<file path="config.mk">
export PLATFORM = sky130hd
export DESIGN_NAME = uop_group_retire_flat
export DESIGN_NICKNAME = d
export VERILOG_FILES = /design/src/rtl/uop_group_retire_if.sv /design/src/rtl/uop_group_retire.sv /design/src/flat_wrapper.sv
export SDC_FILE = /design/constraint.sdc
export NUM_CORES = 1
export LEC_CHECK = 0
export ABC_AREA = 1
export CAP_MARGIN = 30
export CORE_MARGIN = 5
export CORE_UTILIZATION = 25
export DETAILED_ROUTE_END_ITERATION = 12
export HOLD_SLACK_MARGIN = 0.06
export PLACE_DENSITY_LB_ADDON = 0.3
export SYNTH_ARGS = -nofsm -noshare
export SYNTH_HDL_FRONTEND = slang
export SYNTH_SLANG_ARGS = --single-unit
</file>
<file path="constraint.sdc">
create_clock -name clk -period 3.85 [get_ports clk]
set_clock_uncertainty 0.1 [all_clocks]
set_input_delay 0.77 -clock clk [delete_from_list [all_inputs] [get_ports clk]]
set_output_delay 0.77 -clock clk [all_outputs]
set_load 0.005 [all_outputs]
</file>
<file path="src/rtl/uop_group_retire_if.sv">
// Micro-op completion and retire-event bundle between writeback and uop_group_retire.
interface uop_group_retire_if #(
    parameter int unsigned PC_WIDTH  = 32,
    parameter int unsigned CNT_WIDTH = 6
);
    logic                 uop_valid;
    logic                 uop_ready;
    logic                 uop_first;
    logic                 uop_last;
    logic [PC_WIDTH-1:0]  uop_pc;
    logic                 uop_exc;
    logic                 flush;
    logic                 retire_valid;
    logic                 retire_ready;
    logic [PC_WIDTH-1:0]  retire_pc;
    logic [CNT_WIDTH-1:0] retire_nuop;
    logic                 retire_exc;
    logic                 group_err;
    logic                 busy;

    modport master (
        output uop_valid, uop_first, uop_last, uop_pc, uop_exc, flush, retire_ready,
        input  uop_ready, retire_valid, retire_pc, retire_nuop, retire_exc, group_err, busy
    );

    modport slave (
        input  uop_valid, uop_first, uop_last, uop_pc, uop_exc, flush, retire_ready,
        output uop_ready, retire_valid, retire_pc, retire_nuop, retire_exc, group_err, busy
    );
endinterface

</file>
<file path="src/rtl/uop_group_retire.sv">
// Merges first/last-tagged completing micro-ops into one architectural retire event per instruction.
// Optional UOP_RETIRE_EARLY_EXC_EN: an excepting micro-op closes its group and the tail is drained.
module uop_group_retire #(
    parameter int unsigned PC_WIDTH  = 32,
    parameter int unsigned CNT_WIDTH = 6
) (
    input  logic              clk,
    input  logic              rst_n,
    uop_group_retire_if.slave bus
);
    localparam logic [CNT_WIDTH-1:0] CNT_ONE = CNT_WIDTH'(1);
    localparam logic [CNT_WIDTH-1:0] CNT_MAX = CNT_WIDTH'(32);

    typedef enum logic [1:0] {
        IDLE  = 2'd0,
        ACCUM = 2'd1,
        HOLD  = 2'd2
`ifdef UOP_RETIRE_EARLY_EXC_EN
        , DRAIN = 2'd3
`endif
    } state_t;

    state_t               state;
    logic [CNT_WIDTH-1:0] cnt;
    logic [PC_WIDTH-1:0]  pc_q;
    logic                 exc_q;
    logic                 ret_valid;
    logic [PC_WIDTH-1:0]  ret_pc;
    logic [CNT_WIDTH-1:0] ret_nuop;
    logic                 ret_exc;
    logic                 err_pulse;
    logic                 busy_r;

    logic                 accept;
    logic                 start;
    logic                 pc_match;
    logic                 sat_hit;
    logic                 exc_close;
    logic                 drop_quiet;
    logic [CNT_WIDTH-1:0] cnt_inc;

    assign bus.uop_ready    = (state != HOLD) | bus.retire_ready;
    assign bus.retire_valid = ret_valid;
    assign bus.retire_pc    = ret_pc;
    assign bus.retire_nuop  = ret_nuop;
    assign bus.retire_exc   = ret_exc;
    assign bus.group_err    = err_pulse;
    assign bus.busy         = busy_r;

    // A micro-op in the flush cycle is never taken, even with uop_ready high.
    assign accept   = bus.uop_valid & bus.uop_ready & ~bus.flush;
    assign start    = accept & bus.uop_first;
    assign pc_match = (bus.uop_pc == pc_q);
    assign sat_hit  = (cnt == CNT_MAX);
    assign cnt_inc  = cnt + CNT_ONE;

`ifdef UOP_RETIRE_EARLY_EXC_EN
    logic drain_pend;
    logic early_close;

    assign exc_close   = bus.uop_exc;
    assign drop_quiet  = (state == DRAIN) | drain_pend;
    assign early_close = accept & bus.uop_exc & ~bus.uop_last &
                         (bus.uop_first | ((state == ACCUM) & pc_match & ~sat_hit));

    // Remembers that the group in HOLD was cut short, so its tail must be drained.
    always_ff @(posedge clk or negedge rst_n) begin
        if (!rst_n) begin
            drain_pend <= 1'b0;
        end else if (bus.flush) begin
            drain_pend <= 1'b0;
        end else if (early_close) begin
            drain_pend <= 1'b1;
        end else if ((state == HOLD) && bus.retire_ready) begin
            drain_pend <= 1'b0;
        end
    end
`else
    assign exc_close  = 1'b0;
    assign drop_quiet = 1'b0;
`endif

    always_ff @(posedge clk or negedge rst_n) begin
        if (!rst_n) begin
            state     <= IDLE;
            cnt       <= '0;
            pc_q      <= '0;
            exc_q     <= 1'b0;
            ret_valid <= 1'b0;
            ret_pc    <= '0;
            ret_nuop  <= '0;
            ret_exc   <= 1'b0;
            err_pulse <= 1'b0;
            busy_r    <= 1'b0;
        end else begin
            err_pulse <= 1'b0;
            if (bus.flush) begin
                state     <= IDLE;
                cnt       <= '0;
                ret_valid <= 1'b0;
                busy_r    <= 1'b0;
            end else if (start) begin
                // A first micro-op always opens a new group; an open one is abandoned.
                err_pulse <= (state == ACCUM);
                if (bus.uop_last || exc_close) begin
                    state     <= HOLD;
                    ret_valid <= 1'b1;
                    busy_r    <= 1'b0;
                    cnt       <= '0;
                    ret_pc    <= bus.uop_pc;
                    ret_nuop  <= CNT_ONE;
                    ret_exc   <= bus.uop_exc;
                end else begin
                    state     <= ACCUM;
                    ret_valid <= 1'b0;
                    busy_r    <= 1'b1;
                    cnt       <= CNT_ONE;
                    pc_q      <= bus.uop_pc;
                    exc_q     <= bus.uop_exc;
                end
            end else if (state == ACCUM) begin
                if (accept) begin
                    if (!pc_match) begin
                        err_pulse <= 1'b1;
                    end else if (sat_hit && !bus.uop_last) begin
                        // Group overran the counter: close it as excepting.
                        err_pulse <= 1'b1;
                        state     <= HOLD;
                        ret_valid <= 1'b1;
                        busy_r    <= 1'b0;
                        cnt       <= '0;
                        ret_pc    <= pc_q;
                        ret_nuop  <= CNT_MAX;
                        ret_exc   <= 1'b1;
                    end else if (bus.uop_last || exc_close) begin
                        state     <= HOLD;
                        ret_valid <= 1'b1;
                        busy_r    <= 1'b0;
                        cnt       <= '0;
                        ret_pc    <= pc_q;
                        ret_nuop  <= cnt_inc;
                        ret_exc   <= exc_q | bus.uop_exc;
                    end else begin
                        cnt   <= cnt_inc;
                        exc_q <= exc_q | bus.uop_exc;
                    end
                end
            end else if (state == HOLD) begin
                if (bus.retire_ready) begin
                    ret_valid <= 1'b0;
                    err_pulse <= accept & ~drop_quiet;
`ifdef UOP_RETIRE_EARLY_EXC_EN
                    state     <= drop_quiet ? DRAIN : IDLE;
`else
                    state     <= IDLE;
`endif
                end
            end else begin
                // IDLE flags orphan micro-ops; DRAIN swallows them silently.
                err_pulse <= accept & ~drop_quiet;
            end
        end
    end
endmodule

</file>
<file path="src/flat_wrapper.sv">
// flat-port wrapper written by rule: the top's interface ports become plain ports
module uop_group_retire_flat 
#(
    parameter int unsigned PC_WIDTH  = 32,
    parameter int unsigned CNT_WIDTH = 6
)
  (clk, rst_n, bus_uop_valid, bus_uop_first, bus_uop_last, bus_uop_pc, bus_uop_exc, bus_flush, bus_retire_ready, bus_uop_ready, bus_retire_valid, bus_retire_pc, bus_retire_nuop, bus_retire_exc, bus_group_err, bus_busy);
  uop_group_retire_if #(.PC_WIDTH(PC_WIDTH), .CNT_WIDTH(CNT_WIDTH)) bus_i ();
  input  logic clk;
  input  logic rst_n;
  input wire logic [$bits(bus_i.uop_valid)-1:0] bus_uop_valid;
  input wire logic [$bits(bus_i.uop_first)-1:0] bus_uop_first;
  input wire logic [$bits(bus_i.uop_last)-1:0] bus_uop_last;
  input wire logic [$bits(bus_i.uop_pc)-1:0] bus_uop_pc;
  input wire logic [$bits(bus_i.uop_exc)-1:0] bus_uop_exc;
  input wire logic [$bits(bus_i.flush)-1:0] bus_flush;
  input wire logic [$bits(bus_i.retire_ready)-1:0] bus_retire_ready;
  output wire logic [$bits(bus_i.uop_ready)-1:0] bus_uop_ready;
  output wire logic [$bits(bus_i.retire_valid)-1:0] bus_retire_valid;
  output wire logic [$bits(bus_i.retire_pc)-1:0] bus_retire_pc;
  output wire logic [$bits(bus_i.retire_nuop)-1:0] bus_retire_nuop;
  output wire logic [$bits(bus_i.retire_exc)-1:0] bus_retire_exc;
  output wire logic [$bits(bus_i.group_err)-1:0] bus_group_err;
  output wire logic [$bits(bus_i.busy)-1:0] bus_busy;
  assign bus_i.uop_valid = bus_uop_valid;
  assign bus_i.uop_first = bus_uop_first;
  assign bus_i.uop_last = bus_uop_last;
  assign bus_i.uop_pc = bus_uop_pc;
  assign bus_i.uop_exc = bus_uop_exc;
  assign bus_i.flush = bus_flush;
  assign bus_i.retire_ready = bus_retire_ready;
  assign bus_uop_ready = bus_i.uop_ready;
  assign bus_retire_valid = bus_i.retire_valid;
  assign bus_retire_pc = bus_i.retire_pc;
  assign bus_retire_nuop = bus_i.retire_nuop;
  assign bus_retire_exc = bus_i.retire_exc;
  assign bus_group_err = bus_i.group_err;
  assign bus_busy = bus_i.busy;
  uop_group_retire #(.PC_WIDTH(PC_WIDTH), .CNT_WIDTH(CNT_WIDTH)) u_core (.clk(clk), .rst_n(rst_n), .bus(bus_i));
endmodule
</file>
==> flow_metrics.py <==
metrics = {
    "worst_setup_path": {
        "crit_start": "bus_retire_ready",
        "crit_fanout": 30,
        "startpoint_type": "primary input",
        "cpPeakStageDelay_ns": 0.48,
        "crit_chain": "clkdlybuf4s50_1 > inv_1 > nand3_2 > nand2_2 > nor2_2 > nand2_2 > nor2_2 > buf_4 > inv_1 > buf_4 > nand2_1 > o21ai_0",
        "slowest_stage": "clkdlybuf4s50_1",
        "path_class": "primary input to flip-flop",
        "r2r-start": "u_core.state[1]",
        "worst-endpoint-arrival_ns": 3.04,
        "crit_required_ns": 3.97,
        "cp-end-kind": "flip-flop",
    },
    "power_and_ir_drop": {
        "peakVddDrop_mv": 0.238,
        "total_power_mw": 3.00,
        "p_leak_nw": 2.84,
        "powerDensity_mw_per_mm2": 506,
    },
    "grt": {
        "gr-total-overflow": 0,
        "grt_pass1_vias": 4059,
        "grt_pass1_wl_um": 21600,
        "grt_max_degree": 62,
        "grt_util_all_layers": 0.126,
        "antenna_found_initial": 0,
    },
    "cts": {
        "cts_buffers": 9,
        "cts_hold_buf": 0,
        "cts_root_buf": "clkbuf_16",
        "cts_sinks": 82,
        "htreeDepth": 3,
        "postCtsSetupBuffers": 0,
        "clock_latency_ns": 0.34,
        "clkTransAtPathRegs_ns": 0.06,
        "cts_max_path_buffers": 2,
        "cts_tree": "yes",
        "cts.repair.resized": 0,
    },
    "synthesis": {
        "avgSynthCellArea_sq_um": 7.41,
        "syn_area_sq_mm": 0.00459,
        "syn_inst": 620,
        "yosysTopAreaCell": "dfrtp_1",
        "synth_edf_count": 0,
        "ys_ff_latch": 82,
        "ys_types": 25,
        "synth_area_leaders": "dfrtp_1, nand2_1, o21ai_0, nand4_1, inv_1",
        "synth_ff_type": "dfrtp_1",
        "yosysTopAreaCellShare": 0.447,
        "async_flop_share": 1.00,
        "yosysSeqAreaShare": 0.447,
        "yosysWarningCount": 0,
        "syn_nets": 662,
    },
    "run": {
        "max_cap_viol_count": 0,
    },
    "timing": {
        "worst_pin_slew_ns": 0.820,
        "finalMaxSlewViolations": 0,
        "hold-worst-slack_ns": 0.370,
        "rsz0062_at_grt": "no",
        "finalHoldViolations": 0,
        "post-route-min-period_ns": 2.92,
        "tns_ns": 0,
        "clock.fmax_mhz": 342,
        "timing.final.crit_share": 0.759,
        "setup_viol_count_final": 0,
        "slew_headroom": 0.453,
    },
    "layout": {
        "fillCellCount": 1946,
        "synthToLayoutAreaGrowth_pct": 29.0,
        "antenna_cells": 0,
        "fin_util": 0.329,
        "fin_nets": 734,
        "drive_gt1_frac": 0.0646,
        "fin_area_sq_mm": 0.00593,
    },
    "place": {
        "placed_area_sq_mm": 0.00562,
        "place_hpwl_um": 9570,
        "io_buffers": 82,
        "place.gp.congestion": 0.782,
    },
    "routing": {
        "vias_per_cell": 4.39,
        "first_pass_iters": 4,
        "final_antenna_net_count": 0,
        "dr.first_iter.drc_count": 308,
        "route.detailed.drc": 0,
        "drt-total-wl_um": 12900,
        "post_drt_wl_per_cell_um": 13.9,
        "vias": 4067,
    },
    "die": {
        "start_util": 0.255,
        "io-pin-count": 83,
        "rows": 49,
        "fp.dieH_um": 146,
        "core_sq_mm": 0.0180,
        "die_w_um": 146,
        "dieArea_sq_mm": 0.0212,
    },
    "outcome": {
        "status": "complete, no violations",
    },
    "min_path": {
        "min_from": "u_core.bus.retire_pc[20]",
        "hold_path_class": "flip-flop to flip-flop",
    },
}
-- layout by cell type, fill, tap and decap left out, types with 2 or more instances in the layout --
cell type	n
a21oi_4	2
buf_4	10
clkbuf_16	9
clkdlybuf4s50_1	81
clkinv_2	2
clkinv_4	2
clkinvlp_4	2
dfrtp_1	82
ha_1	2
inv_1	64
inv_2	2
nand2_1	228
nand2_2	3
nand3_1	8
nand3_2	2
nand4_1	44
nor2_1	30
nor2_2	2
nor3_1	2
o21ai_0	66
o21ai_1	8
or2_2	6
xnor2_1	23
xor2_1	11
-- where the power goes --
part	switching [mW]	internal, mW
combinational	0.433	0.491
clock	0.364	0.454
sequential	0.170	1.09
total	0.967	2.03
-- critical path: cells and delay by family --
family                 cells  cell delay, ns
AO/OA/AOI/OAI              1            0.08
AND/OR/NAND/NOR            6            0.69
buffers and inverters      5            1.48
-- cells in the mapped netlist, types with 2 or more instances --
cell and n:
nor2_2 2, nor2_1 30, nand3_2 2, or2_2 6
nand2_1 228, nor3_1 2, buf_2 13, inv_2 2
xnor2_1 23, o21ai_1 8, ha_1 2, xor2_1 11
inv_1 64, buf_4 4, clkbuf_1 14, nand2_2 3
nand4_1 44, a21oi_4 2, o21ai_0 66, nand3_1 8
dfrtp_1 82
-- stage by stage --
step | instances | setup slack, ns
after floorplan | 620 | 1.71
after global routing | 926 | 0.667
final | 926 | 0.927
after detailed placement | 909 | 0.148
after global placement | 909 | 0.224
after CTS | 925 | 0.527
-- cell type report --
cell class / count / area [sq um] / share of cell area
Clock buffer: 10 / 239 / 0.0403
Clock inverter: 6 / 42.5 / 0.00718
Inverter: 66 / 248 / 0.0418
Multi-Input combinational cell: 441 / 2140 / 0.362
Sequential cell: 82 / 2050 / 0.346
Tap cell: 229 / 287 / 0.0484
Timing Repair Buffer: 92 / 913 / 0.154
-- path summary, 6_finish.rpt --
| check | to | slack (ns) | cells past startpoint |
|---|---|---|---|
| min in group asynchronous | u_core.bus.retire_pc[10] | 0.42 | 1 |
| max in group asynchronous | u_core.bus.retire_pc[20] | 2.53 | 2 |
| hold / removal | u_core.bus.retire_pc[20] | 0.37 | 2 |
| hold reg to reg | u_core.bus.retire_pc[20] | 0.37 | 2 |
| setup reg to reg | u_core.pc_q[27] | 1.40 | 10 |
| setup / recovery | u_core.pc_q[27] | 0.93 | 12 |
-- cells by family after synthesis --
logic type | count (synthesis) | share of synthesized area
AND/OR/NAND/NOR | 327 | 0.306
buffers and inverters | 97 | 0.0861
flip-flops | 82 | 0.447
AO/OA/AOI/OAI | 78 | 0.0907
XOR/XNOR | 34 | 0.0648
adder cells (fa/ha/maj) | 2 | 0.00545
-- flip-flops by register name, summed over array words and instances (netlist names) --
signal                  count
u_core.bus.retire_pc       32
u_core.bus.retire_exc       1
u_core.bus.group_err        1
u_core.bus.retire_nuop      6
u_core.state                2
u_core.exc_q                1
u_core.bus.busy             1
u_core.pc_q                32
u_core.cnt                  6
-- metal layers --
metal  share of wire  GRT usage
met3           0.049     0.0287
met1            0.50      0.172
met2            0.44      0.196
met4           0.016     0.0448
met5               0          0
(Power assumes the default switching activity.)
